File: config.mk
export PLATFORM = sky130hd
export DESIGN_NAME = eq_gain_sequencer
export DESIGN_NICKNAME = d
export VERILOG_FILES = /design/src/rtl/eq_pkg.sv /design/src/rtl/eq_mac.sv /design/src/rtl/eq_gain_sequencer.sv
export SDC_FILE = /design/constraint.sdc
export NUM_CORES = 2
export LEC_CHECK = 0
export BUFFER_PORTS_ARGS = -buffer_cell sky130_fd_sc_hd__buf_2
export CAP_MARGIN = 20
export CELL_PAD_IN_SITES_DETAIL_PLACEMENT = 1
export CELL_PAD_IN_SITES_GLOBAL_PLACEMENT = 2
export CORE_MARGIN = 2
export CORE_UTILIZATION = 40
export DETAILED_ROUTE_END_ITERATION = 6
export GPL_ROUTABILITY_DRIVEN = 0
export PLACE_DENSITY = 0.83
export SLEW_MARGIN = 20
export SYNTH_ARGS = -nofsm -noshare
export SYNTH_HDL_FRONTEND = slang
export SYNTH_SLANG_ARGS = --single-unit
File: constraint.sdc
create_clock -name clk -period 17 [get_ports clk]
set_input_delay 1.7 -clock clk [delete_from_list [all_inputs] [get_ports clk]]
set_output_delay 1.7 -clock clk [all_outputs]
set_load 0.1 [all_outputs]
File: src/rtl/eq_pkg.sv
// Shared widths, gain/saturation constants and sequencer states for the
// equalizer gain sequencer.
package eq_pkg;
  localparam int GAIN_W    = 16;
  localparam int AUDIO_W   = 24;
  localparam int GAIN_FRAC = 14;

  localparam logic [GAIN_W-1:0]         GAIN_UNITY = 16'h4000;
  localparam logic signed [AUDIO_W-1:0] AUDIO_MAX  = 24'sh7FFFFF;
  localparam logic signed [AUDIO_W-1:0] AUDIO_MIN  = 24'sh800000;

  typedef enum logic [1:0] {
    IDLE,
    RUN,
    SAT
  } eq_seq_state_t;
endpackage

File: src/rtl/eq_mac.sv
// Single signed 24x16 multiplier feeding two accumulators; ch selects which
// channel's accumulator takes the product.
module eq_mac
  import eq_pkg::*;
#(
  parameter int ACC_W = 42
) (
  input  logic                      clk,
  input  logic                      reset,
  input  logic                      clear,
  input  logic                      en,
  input  logic                      ch,
  input  logic signed [AUDIO_W-1:0] sample,
  input  logic signed [GAIN_W-1:0]  gain,
  output logic signed [ACC_W-1:0]   acc_l,
  output logic signed [ACC_W-1:0]   acc_r
);

  localparam int PROD_W = AUDIO_W + GAIN_W;

  logic signed [PROD_W-1:0] product;
  logic signed [ACC_W-1:0]  product_ext;

  assign product     = sample * gain;
  assign product_ext = {{(ACC_W-PROD_W){product[PROD_W-1]}}, product};

  always_ff @(posedge clk) begin
    if (reset || clear) begin
      acc_l <= '0;
      acc_r <= '0;
    end else if (en) begin
      if (ch) begin
        acc_r <= acc_r + product_ext;
      end else begin
        acc_l <= acc_l + product_ext;
      end
    end
  end

endmodule

File: src/rtl/eq_gain_sequencer.sv
// Per-band gain and band summation for both channels, using one shared MAC
// sequenced L0,R0,L1,R1,... once per audio sample.
module eq_gain_sequencer
  import eq_pkg::*;
#(
  parameter int num_of_filters = 4,
  parameter int GAIN_FRAC      = eq_pkg::GAIN_FRAC
) (
  input  logic                        clk,
  input  logic                        reset,
  input  logic                        eq_wr,
  input  logic [num_of_filters-1:0]   eq_wr_sel,
  input  logic [15:0]                 eq_gain,
  input  logic                        sample_en,
  input  logic [48*num_of_filters-1:0] l_data_in,
  input  logic [48*num_of_filters-1:0] r_data_in,
  output logic [23:0]                 l_data_out,
  output logic [23:0]                 r_data_out,
  output logic                        out_valid,
  output logic                        busy,
  output logic                        overrun
);

  localparam int N     = num_of_filters;
  localparam int IDX_W = $clog2(N);
  localparam int ACC_W = AUDIO_W + GAIN_W + $clog2(N);

  eq_seq_state_t state, next_state;

  logic [GAIN_W-1:0]         pending_gain [N];
  logic signed [GAIN_W-1:0]  active_gain  [N];
  logic signed [AUDIO_W-1:0] l_sample     [N];
  logic signed [AUDIO_W-1:0] r_sample     [N];

  logic [IDX_W-1:0]          idx;
  logic                      ch;
  logic                      start;
  logic                      mac_en;
  logic                      last_mac;
  logic signed [AUDIO_W-1:0] mac_sample;
  logic signed [GAIN_W-1:0]  mac_gain;
  logic signed [ACC_W-1:0]   acc_l;
  logic signed [ACC_W-1:0]   acc_r;
  logic                      unused_low;

  // Scale back to audio units, then clamp to the 24-bit signed range.
  function automatic logic [AUDIO_W-1:0] saturate(input logic signed [ACC_W-1:0] acc);
    logic signed [ACC_W-1:0] shifted;
    shifted = acc >>> GAIN_FRAC;
    if (shifted > ACC_W'(AUDIO_MAX)) begin
      return AUDIO_MAX;
    end else if (shifted < ACC_W'(AUDIO_MIN)) begin
      return AUDIO_MIN;
    end
    return shifted[AUDIO_W-1:0];
  endfunction

  always_ff @(posedge clk) begin
    if (reset) begin
      state <= IDLE;
    end else begin
      state <= next_state;
    end
  end

  always_comb begin
    next_state = state;
    start      = 1'b0;
    mac_en     = 1'b0;
    case (state)
      IDLE: begin
        if (sample_en) begin
          next_state = RUN;
          start      = 1'b1;
        end
      end
      RUN: begin
        mac_en = 1'b1;
        if (last_mac) begin
          next_state = SAT;
        end
      end
      SAT:     next_state = IDLE;
      default: next_state = IDLE;
    endcase
  end

  assign busy       = (state != IDLE);
  assign last_mac   = (idx == IDX_W'(N-1)) && ch;
  assign mac_sample = ch ? r_sample[idx] : l_sample[idx];
  assign mac_gain   = active_gain[idx];

  // Only the upper audio half of each band word is consumed.
  always_comb begin
    unused_low = 1'b0;
    for (int k = 0; k < N; k++) begin
      unused_low = unused_low ^ (^l_data_in[48*k +: 24]) ^ (^r_data_in[48*k +: 24]);
    end
  end

  always_ff @(posedge clk) begin
    if (reset) begin
      for (int k = 0; k < N; k++) begin
        pending_gain[k] <= GAIN_UNITY;
        active_gain[k]  <= GAIN_UNITY;
        l_sample[k]     <= '0;
        r_sample[k]     <= '0;
      end
      idx        <= '0;
      ch         <= 1'b0;
      l_data_out <= '0;
      r_data_out <= '0;
      out_valid  <= 1'b0;
      overrun    <= 1'b0;
    end else begin
      for (int k = 0; k < N; k++) begin
        if (eq_wr && eq_wr_sel[k]) begin
          pending_gain[k] <= eq_gain;
        end
      end
      out_valid <= (state == SAT);
      overrun   <= sample_en && busy;
      // Active gains take the pending value as it stood before any same-cycle write.
      if (start) begin
        for (int k = 0; k < N; k++) begin
          active_gain[k] <= pending_gain[k];
          l_sample[k]    <= l_data_in[48*k+24 +: AUDIO_W];
          r_sample[k]    <= r_data_in[48*k+24 +: AUDIO_W];
        end
        idx <= '0;
        ch  <= 1'b0;
      end else if (mac_en) begin
        ch <= ~ch;
        if (ch) begin
          idx <= idx + 1'b1;
        end
      end
      if (state == SAT) begin
        l_data_out <= saturate(acc_l);
        r_data_out <= saturate(acc_r);
      end
    end
  end

  eq_mac #(
    .ACC_W(ACC_W)
  ) u_mac (
    .clk   (clk),
    .reset (reset),
    .clear (start),
    .en    (mac_en),
    .ch    (ch),
    .sample(mac_sample),
    .gain  (mac_gain),
    .acc_l (acc_l),
    .acc_r (acc_r)
  );

endmodule
==> metrics.txt <==
main combinational cell family by area after synthesis=adder cells; clock buffer count from CTS=54; P_sw=4.61 mW; first-pass GRT wire length=160 mm; commonest cells in the synthesized netlist=inv_1, nand2_1, fa_1, edfxtp_1, and2_1; Final #Nets=4749; clock tree buffer depth=3; Final Critical Period=11.26 ns; Post-synth EDFFs=320; Hold Crit Depth=2; hold_ws=0.456 ns; synthesized instance count=3566; sequential-to-total area share from yosys stat=33.9%; TritonCTS clock tree=done; post-cts hold buffer count=0; Layout Skew=0.0606 ns; Worst-Margin Slew=1.17 ns; Post-route DRC=0; Crit Path Max Fanout=43; post-CTS resize count=0; upper clock frequency limit=0.0888 GHz; syn_nets=4535; vias post-DR=26300; initial core utilization=40.2%; # port buffers=266; post-synthesis compound-gate area fraction=8.36%; simple-gate share of the synthesized area=16.6%; initial antenna violation count=21; fillers=10200; #FFs+latches synth=461; DRT Wirelength=104 mm; chip height=307 um; Pre-Repair DR Iteration Count=7; CP Depth=36; Buf+Inv Stages, Crit Path=6; CP dominant cell by count=fa_1; slew margin rel.=20.0%; max cap viols=0; final worst-path cycle share=66.2%; Reg area=12400 um2; CTS H-tree lvls=2; part of the power in registers=14.5%; Comb pwr share=72.2%; number of global-route vias before repair=28100; Placed Cells incl. Taps=4910; Design Area, Final=41100 um2; Critical Path End Type=flop; asr flop ratio synth=0%; synthesized area=36600 um2; placed instance area=39300 um2; post-synthesis mux area share=5.34%; hold violation count in the final report=0; antenna viol nets, final=0; register clock-pin slew on the reported worst setup and hold paths=0.06 ns; type of origin of the critical path=flop; Die Area=94000 um2; status=completed; Final Slew Violations=0; Setup Buffers After CTS=0; CP delay by family, top=adder cells; clock power share=13.2%; Yosys warning count=0; setup TNS=0 ns; core area=91200 um2; Synth area leader=edfxtp_1; worst skew pair latency=0.68 ns; post-synth top area share=26.2%; Avg Cell Area, Syn=10.3 um2; internal power=4.56 mW; Setup CP Type=flop to flop; adder-cell share of the synthesized area=26.9%; layout cells sized above 1=14.1%; total gr overflow=0; worst hold path class=flop to flop; RSZ-0062 raised after global routing=no; I/O pins=459; Top FF cell, synth=edfxtp_1; most common cell in the netlist=inv_1; Root Driver=clkbuf_16; Rows=111; area delta synth->final=12.3%; XOR/XNOR Fraction of Synth Area=2.58%; Total GRT Usage=22.0%; synth top area cells=edfxtp_1, fa_1, dfxtp_1; Final Core Density=45.1%; P_leak=18.5 nW; Multi-input gate area=21900 um2; sw frac=50.3%; Crit path arrival time=11.82 ns; WL/cell=20.7 um; pin count of the biggest net entering global routing=136; slowest stage delay, CP=0.92 ns; hpwl dp=78.2 mm; final setup violation count=0; Worst path slowest cell=mux2i_1; Netlist cell types=80; Final Instance Count excl. Fillers=5023; DR iter-0 viols=1462; FF-to-FF path depth=36; CP required=17.56 ns; pwr dens=223 nW/um2; VDD IR-drop max=0.173 mV; post-DR vias/cell=5.24; Die Wd=307 um; CTS Sinks=461
placed cells by master (no fill, tap or decap), drive strengths merged, types with 10 or more instances in the layout:
master / synthesis / layout
o21a: 20 / 20
dfxtp: 141 / 141
edfxtp: 320 / 320
nand2: 380 / 380
or2: 10 / 10
clkbuf: 126 / 68
nor4: 11 / 11
nand4: 18 / 18
clkinv: 1 / 17
a21oi: 213 / 213
nand3: 41 / 41
inv: 461 / 463
a31oi: 12 / 12
xnor2: 80 / 80
diode: 0 / 15
o211ai: 11 / 11
o21ai: 70 / 70
fa: 376 / 376
buf: 25 / 309
xor2: 28 / 28
and3: 61 / 61
mux4: 55 / 55
a21o: 65 / 65
nand2b: 36 / 36
and2: 300 / 300
mux2: 31 / 31
or3: 12 / 12
nor2: 236 / 236
ha: 185 / 185
a211oi: 17 / 17
mux2i: 37 / 37
nor3: 67 / 67
nor2b: 37 / 37
o21bai: 19 / 19
worst register-to-register path: cells and delay by family (launching register included):
family | cells | cell delay (ns)
xor gates and xnor gates | 1 | 0.23
buffers and inverters | 6 | 0.93
muxes | 4 | 1.73
and+or+nand+nor | 4 | 0.54
DFF | 1 | 0.70
adders and majority gates | 8 | 3.82
AOI/OAI and AO/OA | 13 | 3.21
routing by layer:
layer / GRT usage (%) / vias up / share of wire, %
met5: 0 / - / 0.066
met4: 6.69 / 10 / 2.7
met3: 2.85 / 159 / 3.7
met2: 39.1 / 472 / 52
met1: 27.9 / 13500 / 41
li1: - / 12200 / -
worst paths after layout:
check | from | end | slack [ns]
setup / recovery | flop | u_mac.acc_r[41] | 5.74
hold / removal | u_mac.acc_l[6] | u_mac.acc_l[6] | 0.46
setup reg to reg | flop | u_mac.acc_r[41] | 5.74
hold reg to reg | u_mac.acc_l[6] | u_mac.acc_l[6] | 0.46
power by group through the flow:
stage	clock (mW)	sequential [mW]	combinational (mW)
after global routing	1.28	1.34	7.47
after global placement	0	1.35	6.54
after detailed placement	0	1.35	6.65
final	1.21	1.33	6.62
after CTS	1.24	1.33	6.71
after floorplan	0	1.35	5.10
per-stage QoR:
stage	setup WS, ns	power, mW
2_1_floorplan	7.24	6.45
3_3_place_gp	5.95	7.89
3_5_place_dp	5.86	8.01
4_1_cts	5.80	9.28
5_1_grt	5.28	10.1
6_report	5.74	9.17
state kept, by name, indices dropped and copies added, names as in the netlist, named ones only:
signal and flops:
active_gain 64, overrun 1, l_data_out 24, r_sample 96, u_mac.acc_l 42, out_valid 1, ch 1, r_data_out 24
u_mac.acc_r 42, idx 2, state 2, pending_gain 64, l_sample 96
cells by family (layout without fill, tap and decap cells):
kind of cell / count (synthesis) / in the layout
buffers and inverters: 613 / 869
adder cells (fa/ha/maj): 561 / 561
XOR/XNOR: 108 / 108
AND/OR/NAND/NOR: 1228 / 1228
AO/OA/AOI/OAI: 472 / 472
multiplexers: 123 / 123
flip-flops: 461 / 461
other: 0 / 15
final cells by class:
cell class / instances / share of cell area, %
Timing Repair Buffer: 309 / 4.02
Sequential cell: 461 / 30.2
Multi-Input combinational cell: 2492 / 53.3
Clock buffer: 68 / 3.48
Inverter: 462 / 4.23
Tap cell: 1186 / 3.61
Clock inverter: 30 / 1.02
Antenna cell: 15 / 0.0912
Power figures use the tool's default switching activity.
